===== src/rtl/alu_flag_unit.sv =====
// Registered ALU stage with a {Z,C,N,O} flag register behind the RF.
// Define ALU_SAT_EN to saturate ADD/ADDC/SUB results on signed overflow.
module alu_flag_unit #(
  parameter int WIDTH = 8
) (
  input  logic             clk,
  input  logic             rst,
  input  logic [WIDTH-1:0] A,
  input  logic [WIDTH-1:0] B,
  input  logic [3:0]       FunSel,
  input  logic             in_valid,
  input  logic             flag_we,
  input  logic             flag_clr,
  output logic [WIDTH-1:0] OutALU,
  output logic             out_valid,
  output logic [3:0]       Flags
);

  typedef enum logic [3:0] {
    OP_PA   = 4'b0000,
    OP_PB   = 4'b0001,
    OP_NA   = 4'b0010,
    OP_NB   = 4'b0011,
    OP_ADD  = 4'b0100,
    OP_ADDC = 4'b0101,
    OP_SUB  = 4'b0110,
    OP_AND  = 4'b0111,
    OP_OR   = 4'b1000,
    OP_XOR  = 4'b1001,
    OP_LSL  = 4'b1010,
    OP_LSR  = 4'b1011,
    OP_ASL  = 4'b1100,
    OP_ASR  = 4'b1101,
    OP_CSL  = 4'b1110,
    OP_CSR  = 4'b1111
  } op_e;

  localparam int MSB = WIDTH - 1;

  op_e              op;
  logic             cin;
  logic             is_add;
  logic             is_addc;
  logic             is_sub;
  logic             is_arith;
  logic [WIDTH-1:0] b_op;
  logic             add_cin;
  logic [WIDTH:0]   sum;
  logic             ovf;
  logic [WIDTH-1:0] res;
  logic             c_new;
  logic             c_upd;
  logic             o_new;
  logic             o_upd;
  logic             z_new;
  logic             n_new;

  assign op       = op_e'(FunSel);
  assign cin      = Flags[2];
  assign is_add   = (op == OP_ADD);
  assign is_addc  = (op == OP_ADDC);
  assign is_sub   = (op == OP_SUB);
  assign is_arith = is_add | is_addc | is_sub;

  // One shared WIDTH+1 adder; SUB feeds ~B with a forced carry-in.
  assign b_op    = is_sub ? ~B : B;
  assign add_cin = is_sub | (is_addc & cin);
  assign sum     = {1'b0, A} + {1'b0, b_op}
                 + {{WIDTH{1'b0}}, add_cin};
  assign ovf     = (A[MSB] == b_op[MSB])
                 & (sum[MSB] != A[MSB]);

  always_comb begin
    res   = '0;
    c_new = 1'b0;
    c_upd = 1'b0;
    o_new = 1'b0;
    o_upd = 1'b0;
    unique case (op)
      OP_PA: res = A;
      OP_PB: res = B;
      OP_NA: res = ~A;
      OP_NB: res = ~B;
      OP_ADD, OP_ADDC, OP_SUB: begin
        res   = sum[WIDTH-1:0];
        c_new = sum[WIDTH];
        c_upd = 1'b1;
        o_new = ovf;
        o_upd = 1'b1;
      end
      OP_AND: res = A & B;
      OP_OR:  res = A | B;
      OP_XOR: res = A ^ B;
      OP_LSL: begin
        res   = {A[MSB-1:0], 1'b0};
        c_new = A[MSB];
        c_upd = 1'b1;
      end
      OP_LSR: begin
        res   = {1'b0, A[MSB:1]};
        c_new = A[0];
        c_upd = 1'b1;
      end
      OP_ASL: begin
        res   = {A[MSB-1:0], 1'b0};
        c_new = A[MSB];
        c_upd = 1'b1;
        o_new = A[MSB] ^ A[MSB-1];
        o_upd = 1'b1;
      end
      OP_ASR: begin
        res   = {A[MSB], A[MSB:1]};
        c_new = A[0];
        c_upd = 1'b1;
      end
      OP_CSL: begin
        res   = {A[MSB-1:0], cin};
        c_new = A[MSB];
        c_upd = 1'b1;
      end
      OP_CSR: begin
        res   = {cin, A[MSB:1]};
        c_new = A[0];
        c_upd = 1'b1;
      end
    endcase
`ifdef ALU_SAT_EN
    // Overflow direction follows the common operand sign.
    if (is_arith && ovf) begin
      res = A[MSB] ? {1'b1, {(WIDTH-1){1'b0}}}
                   : {1'b0, {(WIDTH-1){1'b1}}};
    end
`endif
  end

  assign z_new = (res == '0);
  assign n_new = res[MSB];

  always_ff @(posedge clk or posedge rst) begin
    if (rst) begin
      OutALU    <= '0;
      out_valid <= 1'b0;
      Flags     <= 4'b0000;
    end else begin
      out_valid <= in_valid;
      if (in_valid) begin
        OutALU <= res;
      end
      if (flag_clr) begin
        Flags <= 4'b0000;
      end else if (in_valid && flag_we) begin
        Flags[3] <= z_new;
        Flags[1] <= n_new;
        if (c_upd) begin
          Flags[2] <= c_new;
        end
        if (o_upd) begin
          Flags[0] <= o_new;
        end
      end
    end
  end

endmodule


===== config.mk =====
export PLATFORM = sky130hd
export DESIGN_NAME = alu_flag_unit
export DESIGN_NICKNAME = d
export VERILOG_FILES = /design/src/rtl/alu_flag_unit.sv
export SDC_FILE = /design/constraint.sdc
export NUM_CORES = 1
export LEC_CHECK = 0
export ABC_AREA = 1
export CAP_MARGIN = 20
export CORE_AREA = 10 10 74 76
export CTS_CLUSTER_DIAMETER = 60
export DETAILED_ROUTE_END_ITERATION = 16
export DIE_AREA = 0 0 84 86
export GPL_TIMING_DRIVEN = 1
export PLACE_DENSITY = 0.84
export SLEW_MARGIN = 20
export SYNTH_ARGS = -nofsm -noshare
export SYNTH_HDL_FRONTEND = slang
export SYNTH_SLANG_ARGS = --single-unit
export TNS_END_PERCENT = 5

===== constraint.sdc =====
create_clock -name clk -period 2.9 [get_ports clk]
set_input_delay 0.725 -clock clk [delete_from_list [all_inputs] [get_ports clk]]
set_output_delay 0.725 -clock clk [all_outputs]
set_load 0.005 [all_outputs]

==> results of run 1 <==
==> cells in the final DEF (no fill, tap or decap), drive strengths merged <==
cell type	netlist	layout
ha	23	23
a31oi	1	1
nor2	51	51
clkinv	1	1
o21a	1	1
clkbuf	1	6
a21oi	10	10
dfrtp	13	13
fa	2	2
clkdlybuf4s50	0	32
nor4	1	1
or2	1	1
dlymetal6s2s	0	1
nand4	5	5
a22oi	1	1
o211ai	1	1
clkdlybuf4s15	0	2
inv	47	47
o221ai	1	1
xor2	9	9
o21ai	10	10
nand3b	3	3
nand3	46	46
nand2	139	139
o22ai	2	2
buf	3	36
==> synth_stat cells (2+ instances only) <==
master and n:
a21oi_1 10, dfrtp_1 13, fa_1 2, ha_1 23, inv_1 44, inv_2 2, nand2_1 134, nand2_2 5
nand3_1 46, nand3b_1 3, nand4_1 5, nor2_1 44, nor2_2 4, nor2_4 3, o21ai_0 8, o21ai_1 2
o22ai_1 2, xor2_1 9
==> state kept, by name, indices dropped and copies added, names as in the netlist <==
register,cells
Flags,4
OutALU,8
out_valid,1
==> per-layer routing <==
layer / vias up / routed length (um)
li1: 1331 / -
met1: 1262 / 2960
met2: 147 / 3790
met3: 22 / 664
met4: 0 / 219
met5: - / 0
==> power groups by stage <==
stage | Sequential, uW | Clock, uW | Combinational, uW
after floorplan | 218 | 0 | 215
after global placement | 217 | 0 | 405
after detailed placement | 217 | 0 | 417
after CTS | 215 | 160 | 421
after global routing | 217 | 173 | 474
final | 216 | 164 | 428
==> layout make-up <==
| class | instances | area share [%] |
|---|---|---|
| Multi-Input combinational cell | 307 | 57.0 |
| Clock buffer | 4 | 1.54 |
| Inverter | 48 | 6.32 |
| Tap cell | 50 | 2.14 |
| Sequential cell | 13 | 11.1 |
| Timing Repair Buffer | 73 | 21.9 |
==> kinds of logic after synthesis <==
kind of cell | after synthesis | synth area share (%)
adders and majority gates | 25 | 15.3
AOI/OAI and AO/OA | 27 | 7.02
xor gates and xnor gates | 9 | 3.68
buffers and inverters | 52 | 9.47
DFF | 13 | 15.2
and+or+nand+nor | 246 | 49.3
==> timing repair <==
action / 4_1_cts / 5_1_grt
pin swaps: 4 / 12
endpoints found under the setup margin: 11 / 2
resized for setup: 8 / 9
cloned: 0 / 0
buffers inserted: 1 / 0
==> metrics by stage <==
step,hold WS (ps),std cells
after floorplan,472,372
after global placement,467,490
after detailed placement,465,490
after CTS,503,495
after global routing,509,495
final,503,495
==> tightest hold or removal path, stage by stage, from the launching register on <==
cell and delay, ps:
dfrtp_1 340, nand2_1 50, o21ai_1 70
==> worst paths after layout <==
check / startpoint / endpoint / slack, ps / cells after the start
worst max-delay path: FunSel[1] / Flags[3]$_DFFE_PP0P_ / 110 / 17
max in group asynchronous: rst / OutALU[7]$_DFFE_PP0P_ / 1760 / 2
min in group asynchronous: rst / Flags[2]$_DFFE_PP0P_ / 800 / 2
worst min register to register: OutALU[7]$_DFFE_PP0P_ / OutALU[7]$_DFFE_PP0P_ / 500 / 2
worst min-delay path: OutALU[7]$_DFFE_PP0P_ / OutALU[7]$_DFFE_PP0P_ / 500 / 2
worst max register to register: Flags[2]$_DFFE_PP0P_ / Flags[3]$_DFFE_PP0P_ / 650 / 15
==> results.py, run 1 <==
metrics = {
    "run_status": {
        "status": "complete, no violations",
    },
    "floorplanning": {
        "die-area_um2": 7220,
        "num_rows": 23,
        "core_um2": 3970,
        "fp.dieW_um": 84,
        "ios": 38,
        "start_util_pct": 53.9,
        "die_h_um": 86,
    },
    "final_layout": {
        "multi_input_area_um2": 1670,
        "regArea_um2": 325,
        "finalInstanceArea_um2": 2930,
        "layout.nets": 496,
        "utilization_pct": 73.7,
        "nFillCells": 355,
        "drive_above_1_share_pct": 15.5,
        "syn2layout_area_growth_pct": 36.8,
        "n_antenna_cell": 0,
    },
    "global_route": {
        "grt_max_degree": 14,
        "use_met3_pct": 2.46,
        "track_usage_pct": 20.6,
        "grt_pass1_vias": 2639,
        "grt-ovfl-total": 0,
        "use_met1_pct": 24.4,
        "grt_pass1_wl_mm": 12.7,
        "grt-busiest-layer": "met2",
        "antenna_found_initial": 0,
        "grtUsageMet2_pct": 37.0,
    },
    "power": {
        "p_seq_share_pct": 26.7,
        "max-vdd-ir-drop_v": 0.000147,
        "combPwrFrac_pct": 53.0,
        "cellLeakagePower_uw": 0.00162,
        "total_power_uw": 808,
        "p_int_uw": 489,
        "switching_share_pct": 39.5,
        "p_switching_uw": 319,
        "p_per_area_nw_per_um2": 276,
        "p_clk_share_pct": 20.3,
    },
    "setup_path": {
        "timing.critical_path.buf_inv": 1,
        "cp-end-kind": "flop",
        "crit_fanout": 3,
        "critical-path-top-delay-family": "simple AND/OR/NAND/NOR gates",
        "cp.arrival_ps": 2980,
        "cpMaxStageDelayCell": "fa_2",
        "crit_path_max_incr_delay_ps": 420,
        "crit_type": "in2reg",
        "start_kind": "input pin",
        "path_common_cell": "nand2_1",
        "path_cells": "clkdlybuf4s15_1, nand2_4, nor2_4, xor2_2, fa_2, fa_2, nand2_2, nand2_2, nand2_1, nand2_1, nand3_1, nand2_1, nor2_1, nand3_1, nor2_1, nand4_1, nand2_1",
        "cp.required_ps": 3090,
    },
    "route": {
        "vias_per_cell": 5.58,
        "vias": 2762,
        "post_drt_wl_per_cell_um": 15.4,
        "firstDrtPassIters": 5,
        "ant_nets": 0,
        "dr.first_iter.drc_count": 270,
        "drc": 0,
        "totalWireLength_mm": 7.64,
    },
    "timing": {
        "slew_headroom_pct": 66.9,
        "min_period_over_period_pct": 96.3,
        "post-route-min-period_ps": 2790,
        "worst_slack_ps": 106,
        "rsz0062_at_grt": "no",
        "setup_tns_ps": 0,
        "tightestPinTransition_ps": 496,
        "fmax_ghz": 0.358,
        "maxSlewViolCount": 0,
        "skew_ps": 9.03,
        "hold_viol": 0,
        "setup_viol": 0,
    },
    "logic_synthesis": {
        "yosys_warnings": 0,
        "syn-num-nets": 422,
        "ys_types": 31,
        "ys_seq_area_share_pct": 15.2,
        "yosys_register_bits": 13,
        "yosys.area.top_type": "nand2_1",
        "synth_edf_count": 0,
        "synthFlopType": "dfrtp_1",
        "netlist_area_um2": 2140,
        "avgSynthCellArea_um2": 5.75,
        "syn_inst": 372,
        "synth_area_leaders": "nand2_1, dfrtp_1, ha_1",
        "synth_async_sr_flop_share_pct": 100,
        "synth_top_area_share_pct": 23.5,
    },
    "placement": {
        "place.gp.congestion": 1.02,
        "postPlaceCellArea_um2": 2860,
        "place_ws_ps": -467,
        "dpl.hpwl_mm": 6.23,
        "port_buffers": 37,
    },
    "clock_tree": {
        "cts_root_buffer": "clkbuf_8",
        "cts_buffers": 3,
        "clk_pin_slew_worst_paths_ps": 60,
        "cts_tree": "done",
        "cts_num_sinks": 13,
        "postCtsHoldBufs": 0,
        "cts-htree-levels": 1,
        "clk_path_buf_depth": 2,
        "clock_latency_ps": 240,
    },
    "min_path": {
        "hold_path_class": "reg2reg",
    },
    "run": {
        "drv_cap": 0,
    },
}
Note: power is estimated with default switching activity, not from simulation.
==> inputs of run 2 (changes only) <==
Settings changed: CTS_CLUSTER_DIAMETER 60 to 80.
==> results of run 2 <==
Same layout as run 1: the final DEF is identical, and so are final timing and power.
==> inputs of run 3 (changes only) <==
Settings changed: TNS_END_PERCENT 5 to 100.
==> results of run 3 <==
Same layout as run 1: the final DEF is identical, and so are final timing and power.
